===== config.mk =====
export PLATFORM = sky130hd
export DESIGN_NAME = ocm_stream_mover
export DESIGN_NICKNAME = d
export VERILOG_FILES = /design/src/rtl/ocm_stream_mover_pkg.sv /design/src/rtl/ocm_rd_pipe.sv /design/src/rtl/ocm_stream_mover.sv
export SDC_FILE = /design/constraint.sdc
export NUM_CORES = 1
export LEC_CHECK = 0
export CORE_AREA = 2 2 114 116
export DETAILED_ROUTE_END_ITERATION = 6
export DIE_AREA = 0 0 116 118
export PLACE_DENSITY = 0.66
export SLEW_MARGIN = 20
export SYNTH_ARGS = -nofsm -noshare
export SYNTH_HDL_FRONTEND = slang
export SYNTH_SLANG_ARGS = --single-unit

===== constraint.sdc =====
create_clock -name clk_clk -period 5 [get_ports clk_clk]
set_input_delay 0.75 -clock clk_clk [delete_from_list [all_inputs] [get_ports clk_clk]]
set_output_delay 0.75 -clock clk_clk [all_outputs]
set_load 0.01 [all_outputs]

===== src/rtl/ocm_stream_mover_pkg.sv =====
// ocm_stream_mover_pkg
// Shared types and constants for the on-chip memory stream mover.
//   state_t      : command FSM states
//   DEF_*        : default parameter values for the mover
//   BE_ALL()     : all-ones byteenable mask for a given number of bytes
package ocm_stream_mover_pkg;

  localparam int DEF_ADDR_W     = 11;
  localparam int DEF_DATA_W     = 16;
  localparam int DEF_RD_LATENCY = 1;

  typedef enum logic [1:0] {
    IDLE,
    WRITE,
    READ,
    FIN
  } state_t;

  // Returns a mask with the low n_bytes bits set; callers truncate to
  // their own byteenable width.
  function automatic logic [31:0] BE_ALL(input int n_bytes);
    logic [31:0] mask;
    mask = '0;
    for (int i = 0; i < 32; i++) begin
      if (i < n_bytes) mask[i] = 1'b1;
    end
    return mask;
  endfunction

endpackage


===== src/rtl/ocm_rd_pipe.sv =====
// ocm_rd_pipe
// Valid-bit shift register that follows each read issue through the
// memory read latency. It advances only while the memory is clock-enabled,
// so it stays aligned with the memory's own pipeline under back-pressure.
// Ports:
//   clk_clk     : system clock
//   reset_reset : synchronous active-high flush
//   enable      : advance the pipeline (tied to mem_clken)
//   in_valid    : a read issue is being registered this edge
//   tail_valid  : read data for the oldest issue is on mem_readdata
module ocm_rd_pipe #(
  parameter int DEPTH = 2
) (
  input  logic clk_clk,
  input  logic reset_reset,
  input  logic enable,
  input  logic in_valid,
  output logic tail_valid
);

  logic [DEPTH-1:0] pipe;

  // Stage 0 is loaded at the same edge as the issue registers, so the tail
  // lines up with the data the memory returns.
  always_ff @(posedge clk_clk) begin
    if (reset_reset) begin
      pipe <= '0;
    end else if (enable) begin
      pipe <= {pipe[DEPTH-2:0], in_valid};
    end
  end

  assign tail_valid = pipe[DEPTH-1];

endmodule


===== src/rtl/ocm_stream_mover.sv =====
// ocm_stream_mover
// Avalon-MM master for the hps_system on-chip memory s1 port. A command
// moves len consecutive words either from the ingress stream into memory
// (cmd_write = 1) or from memory onto the egress stream (cmd_write = 0).
// Ports:
//   clk_clk, reset_reset            : clock, synchronous active-high reset
//   cmd_valid/ready/write/addr/len  : command handshake and parameters
//   wr_data/valid/ready             : ingress stream (to memory)
//   rd_data/valid/ready             : egress stream (from memory)
//   busy, done, err                 : status; done/err are one-cycle pulses
//   mem_*                           : s1 slave port signals
// Build option: define OCM_STREAM_MOVER_WRAP_EN to drop the range check and
// let the word address wrap modulo 2^ADDR_W (err is then always 0).
module ocm_stream_mover
  import ocm_stream_mover_pkg::*;
#(
  parameter int ADDR_W     = DEF_ADDR_W,
  parameter int DATA_W     = DEF_DATA_W,
  parameter int RD_LATENCY = DEF_RD_LATENCY
) (
  input  logic                clk_clk,
  input  logic                reset_reset,
  input  logic                cmd_valid,
  output logic                cmd_ready,
  input  logic                cmd_write,
  input  logic [ADDR_W-1:0]   cmd_addr,
  input  logic [ADDR_W:0]     cmd_len,
  input  logic [DATA_W-1:0]   wr_data,
  input  logic                wr_valid,
  output logic                wr_ready,
  output logic [DATA_W-1:0]   rd_data,
  output logic                rd_valid,
  input  logic                rd_ready,
  output logic                busy,
  output logic                done,
  output logic                err,
  output logic [ADDR_W-1:0]   mem_address,
  output logic                mem_clken,
  output logic                mem_chipselect,
  output logic                mem_write,
  output logic [DATA_W-1:0]   mem_writedata,
  output logic [DATA_W/8-1:0] mem_byteenable,
  input  logic [DATA_W-1:0]   mem_readdata
);

  localparam int BE_W = DATA_W / 8;
  localparam logic [BE_W-1:0]   BE_MASK   = BE_W'(BE_ALL(BE_W));
  localparam logic [ADDR_W-1:0] ADDR_ONE  = 1;
  localparam logic [ADDR_W:0]   CNT_ONE   = 1;
  localparam logic [ADDR_W+1:0] MEM_WORDS = {2'b01, {ADDR_W{1'b0}}};

  state_t            state, next_state;
  logic [ADDR_W-1:0] cur;
  logic [ADDR_W:0]   remaining;
  logic [ADDR_W:0]   rd_left;
  logic              accept, wr_hs, rd_hs, range_bad, issue_in;

  // Stalling the memory while a word waits on the egress port freezes the
  // whole read path, so nothing is lost and no skid buffer is needed.
  assign mem_clken = !(rd_valid && !rd_ready);
  assign rd_data   = mem_readdata;

  always_ff @(posedge clk_clk) begin
    if (reset_reset) state <= IDLE;
    else             state <= next_state;
  end

  // Handshake decode and next-state selection.
  always_comb begin
    next_state = state;
    accept     = (state == IDLE) && cmd_valid && cmd_ready;
    wr_hs      = (state == WRITE) && wr_valid && wr_ready;
    rd_hs      = (state == READ) && rd_valid && rd_ready;
`ifdef OCM_STREAM_MOVER_WRAP_EN
    range_bad  = 1'b0;
`else
    range_bad  = ({2'b00, cmd_addr} + {1'b0, cmd_len}) > MEM_WORDS;
`endif
    case (state)
      IDLE: begin
        if (accept) begin
          if (cmd_len == '0 || range_bad) next_state = FIN;
          else if (cmd_write)             next_state = WRITE;
          else                            next_state = READ;
        end
      end
      WRITE:   if (wr_hs && remaining == CNT_ONE) next_state = FIN;
      READ:    if (rd_hs && rd_left == CNT_ONE)   next_state = FIN;
      FIN:     next_state = IDLE;
      default: next_state = IDLE;
    endcase
    // A read issue is registered at the accept edge and then on every
    // enabled edge until all words have been issued.
    issue_in = ((state == IDLE) && (next_state == READ)) ||
               ((state == READ) && (remaining != '0));
  end

  // Status outputs, counters and the registered s1 master signals.
  always_ff @(posedge clk_clk) begin
    if (reset_reset) begin
      cmd_ready      <= 1'b0;
      wr_ready       <= 1'b0;
      busy           <= 1'b0;
      done           <= 1'b0;
      err            <= 1'b0;
      cur            <= '0;
      remaining      <= '0;
      rd_left        <= '0;
      mem_address    <= '0;
      mem_chipselect <= 1'b0;
      mem_write      <= 1'b0;
      mem_writedata  <= '0;
      mem_byteenable <= '0;
    end else begin
      cmd_ready <= (next_state == IDLE);
      wr_ready  <= (next_state == WRITE);
      busy      <= (next_state == WRITE) || (next_state == READ);
      done      <= (next_state == FIN);
      err       <= accept && range_bad;
      case (state)
        IDLE: begin
          mem_chipselect <= 1'b0;
          mem_write      <= 1'b0;
          if (accept) begin
            cur       <= cmd_addr;
            remaining <= cmd_len;
            rd_left   <= cmd_len;
            if (next_state == READ) begin
              mem_chipselect <= 1'b1;
              mem_address    <= cmd_addr;
              mem_byteenable <= BE_MASK;
              cur            <= cmd_addr + ADDR_ONE;
              remaining      <= cmd_len - CNT_ONE;
            end
          end
        end
        WRITE: begin
          mem_chipselect <= wr_hs;
          mem_write      <= wr_hs;
          if (wr_hs) begin
            mem_address    <= cur;
            mem_writedata  <= wr_data;
            mem_byteenable <= BE_MASK;
            cur            <= cur + ADDR_ONE;
            remaining      <= remaining - CNT_ONE;
          end
        end
        READ: begin
          if (rd_hs) rd_left <= rd_left - CNT_ONE;
          if (mem_clken) begin
            mem_write <= 1'b0;
            if (remaining != '0) begin
              mem_chipselect <= 1'b1;
              mem_address    <= cur;
              cur            <= cur + ADDR_ONE;
              remaining      <= remaining - CNT_ONE;
            end else begin
              mem_chipselect <= 1'b0;
            end
          end
        end
        default: begin
          mem_chipselect <= 1'b0;
          mem_write      <= 1'b0;
        end
      endcase
    end
  end

  ocm_rd_pipe #(
    .DEPTH (RD_LATENCY + 1)
  ) u_rd_pipe (
    .clk_clk     (clk_clk),
    .reset_reset (reset_reset),
    .enable      (mem_clken),
    .in_valid    (issue_in),
    .tail_valid  (rd_valid)
  );

endmodule

# After elaboration in Yosys (flattened, before gate mapping)
# Index checks and enable logic that the tools add are counted.
# op_classes
add_sub_neg	6
n_lt_le_gt_ge	1
eq_ne	14
n_mux	38
n_reduce_logical	29
# op_table
op	n
two-way mux 11 bit	10
two-way mux 12 bit	7
case mux 11 bit (3 select lines)	2
case mux 12 bit (3 select lines)	1
subtractor 12 x 1 -> 12 bit (second input constant)	3
equality test 12 x 1 -> 1 bit (second input constant)	2
case mux 12 bit (2 select lines)	1
adder 11 x 1 -> 11 bit (second input constant)	2
two-way mux 2 bit	8
adder 11 x 12 -> 13 bit	1
> comparator 13 x 12 -> 1 bit (second input constant)	1
logical AND 1 bit	12
logical NOT 12 bit	1
nonzero test 12 bit	1
equality test 2 bit (second input constant)	4
!= test 2 bit (second input constant)	4
case mux 2 bit (4 select lines)	1
AND reduction 6 bit	1
two-way mux 1 bit	5
AND reduction 5 bit	1
equality test 2 x 1 -> 1 bit (second input constant)	2
logical NOT 2 bit	2
!= test 2 x 1 -> 1 bit (second input constant)	2
case mux 2 bit (2 select lines)	1
other kinds (9)	13
# totals
register_bits	75
input_bits	61
out_inout_bits	54
word_cells	103

# Depth between registers and ports, before layout
# logic_depth
ltp_word	10
mapped_depth	18
mapped_depth_nobuf	17

# Hierarchy
# From an unflattened synthesis, not the netlist that was laid out.
# unflattened
hier_cells	657
hier_area_um2	5161.2
# modules_own_cells
mod	n_inst	cells_per_inst	area_per_inst_um2	seq_area_each_um2
ocm_stream_mover	1	651	5093.6	1441.4
ocm_rd_pipe	1	6	67.6	40.0

# Worst setup path after synthesis
# OpenSTA, ideal clock, no wires.
# synth_timing
path_kind	input-to-reg
start	in cmd_addr[0]
end	reg cur[7]
setup_ns	0.128
arrival_ns	4.148
required_ns	4.872
setup_slack_ns	0.724
path_stages	18
path_buffers	1
cell_sequence	ha_1 > fa_1 > a21oi_2 > o221a_2 > xnor2_1 > a2111oi_4 > nand4_2 > o31ai_4 > a211o_1 > ha_1 > clkbuf_1 > nand4_1 > nor2_1 > nand3_1 > xor2_1 > o22ai_1 > a22oi_1 > nor2_1
# synth_between
elab_chain_len	10
elab_cells_between_ends	11
cone_classes	add/sub: 2; order compare: 1; eq/ne: 1; mux: 6; reduce/logical: 1
# synth_rtl
item	line_no	rtl
start: declaration	ocm_stream_mover.sv:26	input logic [ADDR_W-1:0] cmd_addr,
adder 11 x 12 -> 13 bit	ocm_stream_mover.sv:77	range_bad = ({2'b00, cmd_addr} + {1'b0, cmd_len}) > MEM_WORDS;
> comparator 13 x 12 -> 1 bit	ocm_stream_mover.sv:77	
logical OR 1 bit	ocm_stream_mover.sv:82	if (cmd_len == '0 || range_bad) next_state = FIN;
two-way mux 2 bit	ocm_stream_mover.sv:82	
two-way mux 2 bit	ocm_stream_mover.sv:81	if (accept) begin
case mux 2 bit (4 select lines)	ocm_stream_mover.sv:79	case (state)
equality test 2 bit	ocm_stream_mover.sv:128	if (next_state == READ) begin
two-way mux 11 bit *	ocm_stream_mover.sv:128	
two-way mux 11 bit *	ocm_stream_mover.sv:124	if (accept) begin
case mux 11 bit (3 select lines) *	ocm_stream_mover.sv:120	case (state)
end signal: assignment	ocm_stream_mover.sv:125	cur <= cmd_addr;
end signal: assignment	ocm_stream_mover.sv:132	cur <= cmd_addr + ADDR_ONE;
end signal: assignment	ocm_stream_mover.sv:144	cur <= cur + ADDR_ONE;
end: declaration	ocm_stream_mover.sv:53	logic [ADDR_W-1:0] cur;
# Mark *: on every way between the ends. The rest lies on a longest branch, timed or not. The select of a mux whose other input is x is not followed.
# A chain may end at the register's enable or synchronous reset.

# Final worst setup path
# layout_timing
start	in cmd_addr[1]
end	reg cur[7]
# layout_between
elab_chain_len	10
elab_cells_between_ends	11
cone_classes	add/sub: 2; order compare: 1; eq/ne: 1; mux: 6; reduce/logical: 1
# layout_rtl
item	line_no	rtl
adder 11 x 12 -> 13 bit	ocm_stream_mover.sv:77	
> comparator 13 x 12 -> 1 bit	ocm_stream_mover.sv:77	
logical OR 1 bit	ocm_stream_mover.sv:82	
two-way mux 2 bit	ocm_stream_mover.sv:82	
two-way mux 2 bit	ocm_stream_mover.sv:81	
case mux 2 bit (4 select lines)	ocm_stream_mover.sv:79	
net next_state[1]	ocm_stream_mover.sv:52	state_t state, next_state;
equality test 2 bit	ocm_stream_mover.sv:128	
two-way mux 11 bit	ocm_stream_mover.sv:128	
two-way mux 11 bit	ocm_stream_mover.sv:124	
case mux 11 bit (3 select lines)	ocm_stream_mover.sv:120	
# The timed path passes the listed nets, and every way through them passes these cells. The select of a mux whose other input is x is not followed.

==> flow_metrics.tcl <==
set metrics [dict create \
    status "completed" \
    grt.overflow.total 0 \
    ios 115 \
    area_growth_pct 26.4 \
    pre_cts_slack_ns 0.0134 \
    clock_latency_ns 0.34 \
    p_int_mw 1.81 \
    drtAntennaViolNets 0 \
    cts_buffers 9 \
    clkPwrFrac_pct 22.8 \
    avgSynthCellArea_um2 7.60 \
    path_class "in -> reg" \
    seqPwrFrac_pct 28.3 \
    cts_tree "done" \
    total_power_mw 3.11 \
    dpl-instance-area_um2 5860 \
    fin_tns_setup_ns 0 \
    leakage_nw 2.26 \
    fmax_ghz 0.217 \
    syn_area_um2 4900 \
    arrival_ns 4.83 \
    synth_cell_type_count 62 \
    start_kind "primary input" \
    route.detailed.drc 0 \
    clk_pin_slew_ns 0.06 \
    synth_top_area_cell "dfxtp_1" \
    synth_edf_count 0 \
    power_switching_mw 1.30 \
    clock-sinks 74 \
    die_w_um 116 \
    p_comb_share_pct 48.9 \
    routabilityCongestion 0.886 \
    core_area_um2 12400 \
    layout.nets 803 \
    final_util_pct 49.8 \
    power_switching_share_pct 41.7 \
    dr.pass1.iters 4 \
    slew-limit-headroom_pct 51.8 \
    wl_per_cell_um 15.2 \
    synth-seq-cells 74 \
    hp-class "reg -> reg" \
    initial_core_util_pct 39.4 \
    grt_pass1_vias 4521 \
    grt_pass1_wl_mm 22.2 \
    port_buffers 82 \
    grtUsageTotal_pct 20.2 \
    grt_start_max_net_pins 53 \
    syn_inst 644 \
    maxCapViolCount 0 \
    worst_slack_ns 0.385 \
    synth-main-ff-cell "dfxtp_1" \
    rsz0062_at_grt "false" \
    clockRootBuffer "clkbuf_16" \
    crit_required_ns 5.22 \
    first_iter_violations 381 \
    setup_violations 0 \
    post_cts_buffers 0 \
    async_flop_share_pct 0 \
    clk_path_buf_depth 2 \
    slew_violations 0 \
    yosysSeqAreaShare_pct 30.3 \
    skew_ns 0.00670 \
    cts_max_level 3 \
    dp_cells 875 \
    post-synth-top-area-fraction_pct 30.3 \
    yosys_warnings 0 \
    antenna_cells 0 \
    hold_viol 0 \
    finalCritPeriodShare_pct 92.3 \
    post-route-cell-area_um2 6190 \
    hpwl_mm 10.2 \
    antenna_found_initial 0 \
    vias 4859 \
    timing.hold.ws_ns 0.454 \
    period_needed_ns 4.62 \
    dieArea_um2 13700 \
    synth.area.top_cells "dfxtp_1 30%, nand2_1 7.1%, ha_1 6.9%" \
    instances_no_fill 891 \
    post_drt_via_cell_ratio 5.45 \
    ir_worst_vdd_mv 0.180 \
    drt-total-wl_mm 13.6 \
    end_kind "register" \
    rows 41 \
    p_per_area_nw_per_um2 502 \
    chipHeight_um 118 \
    max_slew.worst_pin.slew_ns 0.716 \
    crit_fanout 6 \
    syn_nets 733 \
    drive_gt1_share_pct 8.21 \
]
## sequential cells by signal, summed over array words and instances (netlist names)
signal,count
wr_ready,1
rd_left,12
busy,1
mem_writedata,16
done,1
mem_byteenable,1
mem_write,1
mem_chipselect,1
mem_address,11
err,1
state,2
cur,11
remaining,12
u_rd_pipe.pipe,2
cmd_ready,1
## power groups by stage
stage          Sequential (mW)  Clock, mW  Combinational [mW]
6_report                 0.880      0.710                1.52
5_1_grt                  0.903      0.756                1.70
4_1_cts                  0.877      0.724                1.52
3_5_place_dp             0.887          0                1.51
3_3_place_gp             0.881          0                1.48
2_1_floorplan            0.874          0                1.10
## synthesized netlist by cell type, types with 2 or more instances
master     instances
nand3_2            2
ha_1              27
a211oi_1          23
o21ai_0           34
nand3_1           20
clkbuf_1          26
a22oi_1           17
xor2_1             9
o2111ai_1          2
a211o_1            2
dfxtp_1           74
buf_4             17
mux2i_1           15
nand2b_1           9
inv_1             23
buf_2              3
o32ai_1            2
o211ai_1           3
nor2_1            69
a21oi_1           51
and3_1             7
a31oi_1            5
o22ai_1            9
o21a_1             3
xnor2_1           13
nor4_1             7
a22o_1             4
nand2_1           92
or3_1              7
nor3_1            15
buf_1              2
a21oi_2            4
a311oi_1           3
nor2b_1            8
o2bb2ai_1          3
nand4_1            8
## critical path, cell delays in order
cell and delay (ns):
clkdlybuf4s50_1 0.58, ha_1 0.39, nand3_2 0.11, a211oi_2 0.28, o2111ai_1 0.15, a31oi_1 0.23
mux2i_1 0.32, o31ai_4 0.13, buf_4 0.17, a211oi_1 0.32, ha_1 0.34, nand4_1 0.25
nor2_1 0.23, nand3_1 0.12, xor2_1 0.14, o22ai_1 0.09, a22oi_1 0.20, nor2_1 0.05
## per-layer routing
metal / global-route usage [%] / wire length, µm / part of all wire, %
met4: 9.97 / 461 / 3.4
met3: 3.81 / 651 / 4.8
met1: 26.4 / 6160 / 45
met2: 31.5 / 6300 / 46
met5: 0 / 0 / 0
## repair_timing
| item | 4_1_cts | 5_1_grt |
|---|---|---|
| gates resized for setup | 0 | 1 |
| setup endpoints to repair | 0 | 3 |
| hold buffers | 0 | 0 |
## placed cells by master (no fill, tap or decap), types with 7 or more instances in the layout
cell type / n
nand2_1: 92
clkdlybuf4s50_1: 81
dfxtp_1: 74
nor2_1: 69
a21oi_1: 51
o21ai_0: 34
ha_1: 27
buf_4: 27
inv_1: 23
a211oi_1: 23
nand3_1: 20
a22oi_1: 17
mux2i_1: 15
nor3_1: 14
xnor2_1: 13
nand2b_1: 9
xor2_1: 9
o22ai_1: 9
clkbuf_16: 9
nor2b_1: 8
nand4_1: 8
or3_1: 7
nor4_1: 7
and3_1: 7
## layout make-up
| class | count | area, µm² |
|---|---|---|
| inverter | 24 | 90.1 |
| clock buffer | 9 | 225 |
| fill | 1218 | 6230 |
| multi-input combinational | 496 | 3060 |
| sequential | 74 | 1480 |
| tap | 172 | 215 |
| clock inverter | 7 | 101 |
| timing repair buffer | 109 | 1020 |
## cells by family (layout without fill, tap and decap cells)
family	after synthesis	after routing	synth area share (%)
multiplexers	15	15	3.07
flip-flops	74	74	30.3
adder cells (fa/ha/maj)	28	28	7.31
buffers and inverters	74	149	7.41
XOR/XNOR	22	22	3.94
AO/OA/AOI/OAI	179	179	24.2
AND/OR/NAND/NOR	252	252	23.8
## final timing paths
path | startpoint | end | slack (ns) | cells past startpoint
max reg2reg | state[1] | cur[7] | 1.32 | 15
min | mem_writedata[6] | mem_writedata[6] | 0.45 | 2
min reg2reg | mem_writedata[6] | mem_writedata[6] | 0.45 | 2
max | cmd_addr[1] | cur[7] | 0.38 | 18
Power figures use the tool's default switching activity.
